<file path="src/rtl/posit_mul_ctrl.sv">
// Sequencing controller for the posit multiplier datapath.
// Launches exp/mantissa units, then the encoder, and returns one token.
module posit_mul_ctrl #(
  parameter int ES      = 3,
  parameter int K_BITS  = 6,
  parameter int TIMEOUT = 16
) (
  input  logic clk,
  input  logic rst,
  input  logic in_valid,
  output logic in_ready,
  input  logic in_nar_A,
  input  logic in_nar_B,
  input  logic in_zero_A,
  input  logic in_zero_B,
  output logic ea_start,
  input  logic ea_done,
  input  logic ea_NaR,
  input  logic ea_zero,
  output logic mm_start,
  input  logic mm_done,
  output logic enc_start,
  input  logic enc_done,
  output logic out_valid,
  input  logic out_ready,
  output logic out_nar,
  output logic out_zero,
  output logic busy,
  output logic err_timeout
);

  localparam int CW = (TIMEOUT > 2) ? $clog2(TIMEOUT) : 1;
  localparam logic [CW-1:0] CNT_LAST = CW'(TIMEOUT - 1);

  if (TIMEOUT < 2 || ES < 0 || K_BITS < 1) begin : g_bad_param
    $error("posit_mul_ctrl: illegal parameter set");
  end

  typedef enum logic [1:0] {
    S_IDLE,
    S_WAIT_EM,
    S_WAIT_ENC,
    S_OUT
  } state_e;

  state_e        state_q, state_d;
  logic [CW-1:0] cnt_q, cnt_d;
  logic          ea_seen_q, ea_seen_d;
  logic          mm_seen_q, mm_seen_d;
  logic          ea_nar_q, ea_nar_d;
  logic          ea_zro_q, ea_zro_d;
  logic          in_ready_q, in_ready_d;
  logic          ea_start_q, ea_start_d;
  logic          mm_start_q, mm_start_d;
  logic          enc_start_q, enc_start_d;
  logic          out_valid_q, out_valid_d;
  logic          out_nar_q, out_nar_d;
  logic          out_zero_q, out_zero_d;
  logic          busy_q, busy_d;
  logic          err_q, err_d;

  logic ea_hit, mm_hit, nar_eff, zro_eff;
  logic accept, cnt_last;

  assign accept   = in_valid && in_ready_q;
  assign cnt_last = (cnt_q == CNT_LAST);
  assign ea_hit   = ea_seen_q | ea_done;
  assign mm_hit   = mm_seen_q | mm_done;
  // Overflow flags are only meaningful with ea_done; else use the latch.
  assign nar_eff  = ea_done ? ea_NaR  : ea_nar_q;
  assign zro_eff  = ea_done ? ea_zero : ea_zro_q;

  always_comb begin
    state_d     = state_q;
    cnt_d       = cnt_q;
    ea_seen_d   = ea_seen_q;
    mm_seen_d   = mm_seen_q;
    ea_nar_d    = ea_nar_q;
    ea_zro_d    = ea_zro_q;
    ea_start_d  = 1'b0;
    mm_start_d  = 1'b0;
    enc_start_d = 1'b0;
    out_valid_d = out_valid_q;
    out_nar_d   = out_nar_q;
    out_zero_d  = out_zero_q;
    err_d       = err_q;
    unique case (state_q)
      S_IDLE: begin
        if (accept) begin
          if (in_nar_A | in_nar_B) begin
            state_d     = S_OUT;
            out_valid_d = 1'b1;
            out_nar_d   = 1'b1;
            out_zero_d  = 1'b0;
          end else if (in_zero_A | in_zero_B) begin
            state_d     = S_OUT;
            out_valid_d = 1'b1;
            out_nar_d   = 1'b0;
            out_zero_d  = 1'b1;
          end else begin
            state_d    = S_WAIT_EM;
            ea_start_d = 1'b1;
            mm_start_d = 1'b1;
            cnt_d      = '0;
            ea_seen_d  = 1'b0;
            mm_seen_d  = 1'b0;
            ea_nar_d   = 1'b0;
            ea_zro_d   = 1'b0;
          end
        end
      end
      S_WAIT_EM: begin
        if (ea_done) begin
          ea_seen_d = 1'b1;
          ea_nar_d  = ea_NaR;
          ea_zro_d  = ea_zero;
        end
        if (mm_done) mm_seen_d = 1'b1;
        if (ea_hit && mm_hit) begin
          ea_seen_d = 1'b0;
          mm_seen_d = 1'b0;
          if (nar_eff) begin
            state_d     = S_OUT;
            out_valid_d = 1'b1;
            out_nar_d   = 1'b1;
            out_zero_d  = 1'b0;
          end else if (zro_eff) begin
            state_d     = S_OUT;
            out_valid_d = 1'b1;
            out_nar_d   = 1'b0;
            out_zero_d  = 1'b1;
          end else begin
            state_d     = S_WAIT_ENC;
            enc_start_d = 1'b1;
            cnt_d       = '0;
          end
        end else if (cnt_last) begin
          state_d     = S_OUT;
          out_valid_d = 1'b1;
          out_nar_d   = 1'b1;
          out_zero_d  = 1'b0;
          err_d       = 1'b1;
          ea_seen_d   = 1'b0;
          mm_seen_d   = 1'b0;
        end else begin
          cnt_d = cnt_q + 1'b1;
        end
      end
      S_WAIT_ENC: begin
        if (enc_done) begin
          state_d     = S_OUT;
          out_valid_d = 1'b1;
          out_nar_d   = 1'b0;
          out_zero_d  = 1'b0;
        end else if (cnt_last) begin
          state_d     = S_OUT;
          out_valid_d = 1'b1;
          out_nar_d   = 1'b1;
          out_zero_d  = 1'b0;
          err_d       = 1'b1;
        end else begin
          cnt_d = cnt_q + 1'b1;
        end
      end
      S_OUT: begin
        if (out_valid_q && out_ready) begin
          state_d     = S_IDLE;
          out_valid_d = 1'b0;
          out_nar_d   = 1'b0;
          out_zero_d  = 1'b0;
        end
      end
      default: state_d = S_IDLE;
    endcase
    in_ready_d = (state_d == S_IDLE);
    busy_d     = (state_d != S_IDLE);
  end

  always_ff @(posedge clk) begin
    if (rst) begin
      state_q     <= S_IDLE;
      cnt_q       <= '0;
      ea_seen_q   <= 1'b0;
      mm_seen_q   <= 1'b0;
      ea_nar_q    <= 1'b0;
      ea_zro_q    <= 1'b0;
      in_ready_q  <= 1'b1;
      ea_start_q  <= 1'b0;
      mm_start_q  <= 1'b0;
      enc_start_q <= 1'b0;
      out_valid_q <= 1'b0;
      out_nar_q   <= 1'b0;
      out_zero_q  <= 1'b0;
      busy_q      <= 1'b0;
      err_q       <= 1'b0;
    end else begin
      state_q     <= state_d;
      cnt_q       <= cnt_d;
      ea_seen_q   <= ea_seen_d;
      mm_seen_q   <= mm_seen_d;
      ea_nar_q    <= ea_nar_d;
      ea_zro_q    <= ea_zro_d;
      in_ready_q  <= in_ready_d;
      ea_start_q  <= ea_start_d;
      mm_start_q  <= mm_start_d;
      enc_start_q <= enc_start_d;
      out_valid_q <= out_valid_d;
      out_nar_q   <= out_nar_d;
      out_zero_q  <= out_zero_d;
      busy_q      <= busy_d;
      err_q       <= err_d;
    end
  end

  assign in_ready    = in_ready_q;
  assign ea_start    = ea_start_q;
  assign mm_start    = mm_start_q;
  assign enc_start   = enc_start_q;
  assign out_valid   = out_valid_q;
  assign out_nar     = out_nar_q;
  assign out_zero    = out_zero_q;
  assign busy        = busy_q;
  assign err_timeout = err_q;

endmodule

</file>
<file path="config.mk">
export PLATFORM = sky130hd
export DESIGN_NAME = posit_mul_ctrl
export DESIGN_NICKNAME = d
export VERILOG_FILES = /design/src/rtl/posit_mul_ctrl.sv
export SDC_FILE = /design/constraint.sdc
export NUM_CORES = 1
export LEC_CHECK = 0
export BUFFER_PORTS_ARGS = -buffer_cell sky130_fd_sc_hd__buf_2
export CAP_MARGIN = 20
export CELL_PAD_IN_SITES_DETAIL_PLACEMENT = 2
export CELL_PAD_IN_SITES_GLOBAL_PLACEMENT = 2
export CORE_ASPECT_RATIO = 2
export CORE_MARGIN = 5
export CORE_UTILIZATION = 31
export DETAILED_ROUTE_END_ITERATION = 10
export PLACE_DENSITY = 0.77
export SETUP_SLACK_MARGIN = 0.5
export SYNTH_ARGS = -nofsm -noshare
export SYNTH_HDL_FRONTEND = slang
export SYNTH_SLANG_ARGS = --single-unit
</file>
<file path="constraint.sdc">
create_clock -name clk -period 2.46 [get_ports clk]
set_clock_uncertainty 0.05 [all_clocks]
set_input_delay 0.246 -clock clk [delete_from_list [all_inputs] [get_ports clk]]
set_output_delay 0.246 -clock clk [all_outputs]
set_load 0.05 [all_outputs]
</file>
== Word level (Yosys, flattened, before mapping) ==
Index checks and enable logic that the tools add are counted.

* Bits in registers: 18
* Output and inout bits: 9

* Add/subtract/negate cells: 1
* Equality and inequality tests: 16
* Muxes and demuxes: 66
* Bitwise logic cells: 8
* Reductions and logical operators: 17

{| class="wikitable"
|+ Operators with widths
! kind !! number
|-
| $mux 1 || 41
|-
| $mux 4 || 8
|-
| $mux 2 || 7
|-
| $ne 2x2->1 const B || 6
|-
| $ne 4x4->1 const B || 3
|-
| $pmux 1 s4 || 3
|-
| $pmux 4 s3 || 1
|-
| $pmux 1 s2 || 5
|-
| $reduce_and 5->1 || 2
|-
| $ne 3x3->1 const B || 3
|-
| $pmux 2 s4 || 1
|-
| $reduce_and 4->1 || 2
|-
| $reduce_or 4->1 || 2
|-
| $reduce_and 7->1 || 1
|-
| $reduce_bool 2->1 || 3
|-
| $add 4x1->4 const B || 1
|-
| $eq 2x2->1 const B || 2
|-
| $eq 4x4->1 const B || 1
|-
| $logic_not 2->1 || 2
|-
| $not 1->1 || 4
|-
| $or 1x1->1 || 4
|-
| $logic_and 1x1->1 || 3
|-
| $reduce_and 3->1 || 1
|-
| $reduce_bool 3->1 || 1
|-
| $eq 2x1->1 const B || 1
|}

== Logic depth before layout (Yosys ltp) ==
* Depth in word-level cells: 6
* Gate-level depth with buffers: 7
* Depth with buffers taken out: 6

== Worst setup path after synthesis ==
No wires, ideal clock.

* Kind: reg-to-reg
* From: register state_q[0]
* To: register out_valid_q (netlist: out_valid)
* Setup time: 91 ps
* Arrival time: 1615 ps
* Required time: 2319 ps
* Path slack: 704 ps
* Stages on the path, launching flop included: 7
* Buffers on the path: 0
* Clock period less this slack: 1756 ps
* Cell sequence: dfxtp_1 inv_1 ha_1 a21boi_2 a211oi_1 a31oi_1 a311oi_1

* Longest elaborated chain between the ends: 3

{| class="wikitable"
|+ RTL lines
! element !! RTL line !! text
|-
| from (decl) || 46 || <nowiki>state_e state_q, state_d;</nowiki>
|-
| from (signal assigned) || 197 || <nowiki>state_q <= state_d;</nowiki>
|-
| $eq 2x1->1, or another cell as far along || 87 || <nowiki>unique case (state_q)</nowiki>
|-
| $ne 4x4->1 (no line), or another cell as far along || -- ||
|-
| $reduce_and 4->1 (no line) || -- ||
|-
| to (signal assigned) || 207 || <nowiki>out_valid_q <= out_valid_d;</nowiki>
|-
| to (decl) || 56 || <nowiki>logic out_valid_q, out_valid_d;</nowiki>
|}

Parallel ways exist; a longest one is shown, timed or not.
A chain may end at the register's enable or synchronous reset.

== Worst setup path in the final report ==
* From: register state_q[1]
* To: register out_valid_q (netlist: out_valid)

The elaborated chain is that of the path after synthesis.

==> run metrics <==
outcome=complete, no violations; Final Slew Violations=0; Final setup viols=0; synth cell count leaders=dfxtp_1 (18), a21oi_1 (11), nor2_1 (11); Syn Nets=149; synth top area cells=dfxtp_1 (32%), ha_1 (5.6%), a21oi_1 (4.9%), nor2_1 (3.7%), inv_1 (3.0%); Synth area leader=dfxtp_1; syn_area_per_cell=8.53 um^2; H-tree levels=1; Distinct cells, synth=47; layout cell share with drive strength beyond 1=27.5%; mux contribution to synthesized area=1.90%; crit-path cells=inv_1 -> ha_4 -> o221a_2 -> o21ai_1 -> and2_1 -> a311oi_1; routed length on met2=2200 um; DR WL met3=82 um; Setup crit start kind=register; Syn. warnings=0; die area=4980 um^2; Async SR Flop Fraction=0%; worst setup margin=626 ps; clock latency on the worst-skew pair=250 ps; flip-flop count of the largest register after layout=4; Largest regs=cnt_q (4), state_q (2); max_slew headroom=67.6%; final std cell area, no fill=1360 um^2; Main synth FF type=dfxtp_1; FILL cells=438; hold crit path type=in2reg; Initial Utilization=31.3%; PortBufs=21; chip width=52.5 um; Max Cap Violations=0; std cell rows=31; worst-margin pin slew=479 ps; Max Fclk=545 MHz; worst-case clock buffer depth=2; CTS root buf=clkbuf_8; Critical Path Fanout Max=11; CTS buffer count=3; Layout area overhead=21.5%; gr ovfl total=0; Synth Cell Area=1120 um^2; P_leak=0.533 nW; WP buf/inv=1; number of global-route vias before repair=1,242; DR top layer=met4; Iter 0 DRT Violations=12; GP Congestion=0.848; CP Capture Type=register; Seq/Total Area, Yosys=32.3%; Mapped Cells=131; Die Ht=94.9 um; Post-Synth Adder-Cell Area=5.60%; Worst path max stage delay=350 ps; RSZ-0062 raised after global routing=false; via count=1,134; Nets=173; Total GRT Usage=16.2%; Final Hold Fails=0; Fin Setup TNS=0 ps; post-synthesis register bit count=18; number of routed nets with antenna violations=0; Area after DPL=1250 um^2; Sink Count=18; Ports=22; largest net degree at the start of global routing=21; EDFF count, synth=0; diode count=0; HPWL Detailed=2950 um; CP top delay family=compound AO/OA/AOI/OAI gates; hold bufs inserted after CTS=0; router iterations before antenna repair=4; largest family of logic cells by synthesized area=compound AO/OA/AOI/OAI gates; final wirelength=3850 um; period utilization=74.5%; worst slack, placed=344 ps; initial antenna violation count=0; Wirelength per Cell=19.1 um; XOR/XNOR share of the synthesized area=0%; TritonCTS clock tree=built; pwr dens=1370 nW/um^2; Pwr Total=1.86 mW; CP Data Required Time=2580 ps; Core ar.=3570 um^2; M1 WL=1410 um; Period minus WS final=1830 ps; compound-cell area share of the yosys netlist=32.1%; CTS clk-pin slew, worst paths=70 ps; Biggest register=cnt_q; arrival time at the worst endpoint=1950 ps; most common cell in the netlist=dfxtp_1; CP Class=reg2reg; Yosys top cell area share=32.3%; slowest CP cell=dfxtp_2; worst vdd ir=0.525 mV; Synth Area in Simple Gates=21.7%; Finished Core Util=38.0%; Via density=5.61; first-pass GRT wire length=6090 um; # DRC=0
-- cells by family (layout without fill, tap and decap cells) --
kind of cell,after synthesis,after routing
buffers and inverters,15,37
AO/OA/AOI/OAI,47,47
multiplexers,2,2
flip-flops,18,18
adder cells (fa/ha/maj),5,5
AND/OR/NAND/NOR,44,44
-- final cells by class --
| cell class | count | area, um^2 | area share (%) |
|---|---|---|---|
| clock buffers | 3 | 41.3 | 3.04 |
| multi-input cells | 98 | 723 | 53.3 |
| repair buffers | 25 | 135 | 9.95 |
| well taps | 49 | 61.3 | 4.52 |
| inverters | 9 | 33.8 | 2.49 |
| flip-flops and latches | 18 | 363 | 26.7 |
-- timing repair --
item                                    in CTS  in global routing
gates resized for setup                      5                  5
endpoints found under the setup margin      10                 14
cloned                                       0                  0
setup buffers                                2                  1
endpoints found under the hold margin        0                  0
pin swaps                                    0                  1
-- cell usage in the layout, fill, tap and decap left out, drive strengths merged, types with 2 or more instances in the layout --
cell / n
and2: 4
a311oi: 2
nand2b: 2
a31oi: 5
a211oi: 3
nand2: 6
o21ai: 3
ha: 5
clkbuf: 3
inv: 9
o32ai: 3
and3: 2
nor3: 4
a31o: 2
nor4: 2
o211ai: 2
a21oi: 11
nand3: 3
nor2: 11
a21boi: 2
nor2b: 4
o41a: 2
dfxtp: 18
buf: 25
a21o: 2
o22ai: 2
-- final timing paths --
kind	startpoint	to	slack, ps	cells past startpoint
max reg2reg	state_q[1]	out_valid	630	6
max	state_q[1]	out_valid	630	6
min reg2reg	err_timeout	err_timeout	420	2
min	in_valid	mm_start	220	3
-- tightest hold or removal path, cell delays in order --
cell and delay [ps]:
buf_2 130, nand2_1 70, nor3_1 40
-- power by group --
group | switching, mW | total, mW | internal [mW]
Combinational | 0.738 | 1.21 | 0.470
Clock | 0.102 | 0.211 | 0.109
Sequential | 0.0751 | 0.443 | 0.368
-- per-stage QoR --
stage | std cells | hold WS (ps)
finish | 202 | 217
global route | 202 | 239
CTS | 201 | 213
detailed placement | 196 | 417
global placement | 196 | 396
floorplan | 131 | 328
-- metal layers --
metal  track usage [%]  vias to the layer above
met1              16.0                      557
met5                 0                        -
met3              1.74                       11
li1                  -                      541
met2              30.7                       25
met4              9.38                        0
Power figures use the tool's default switching activity.
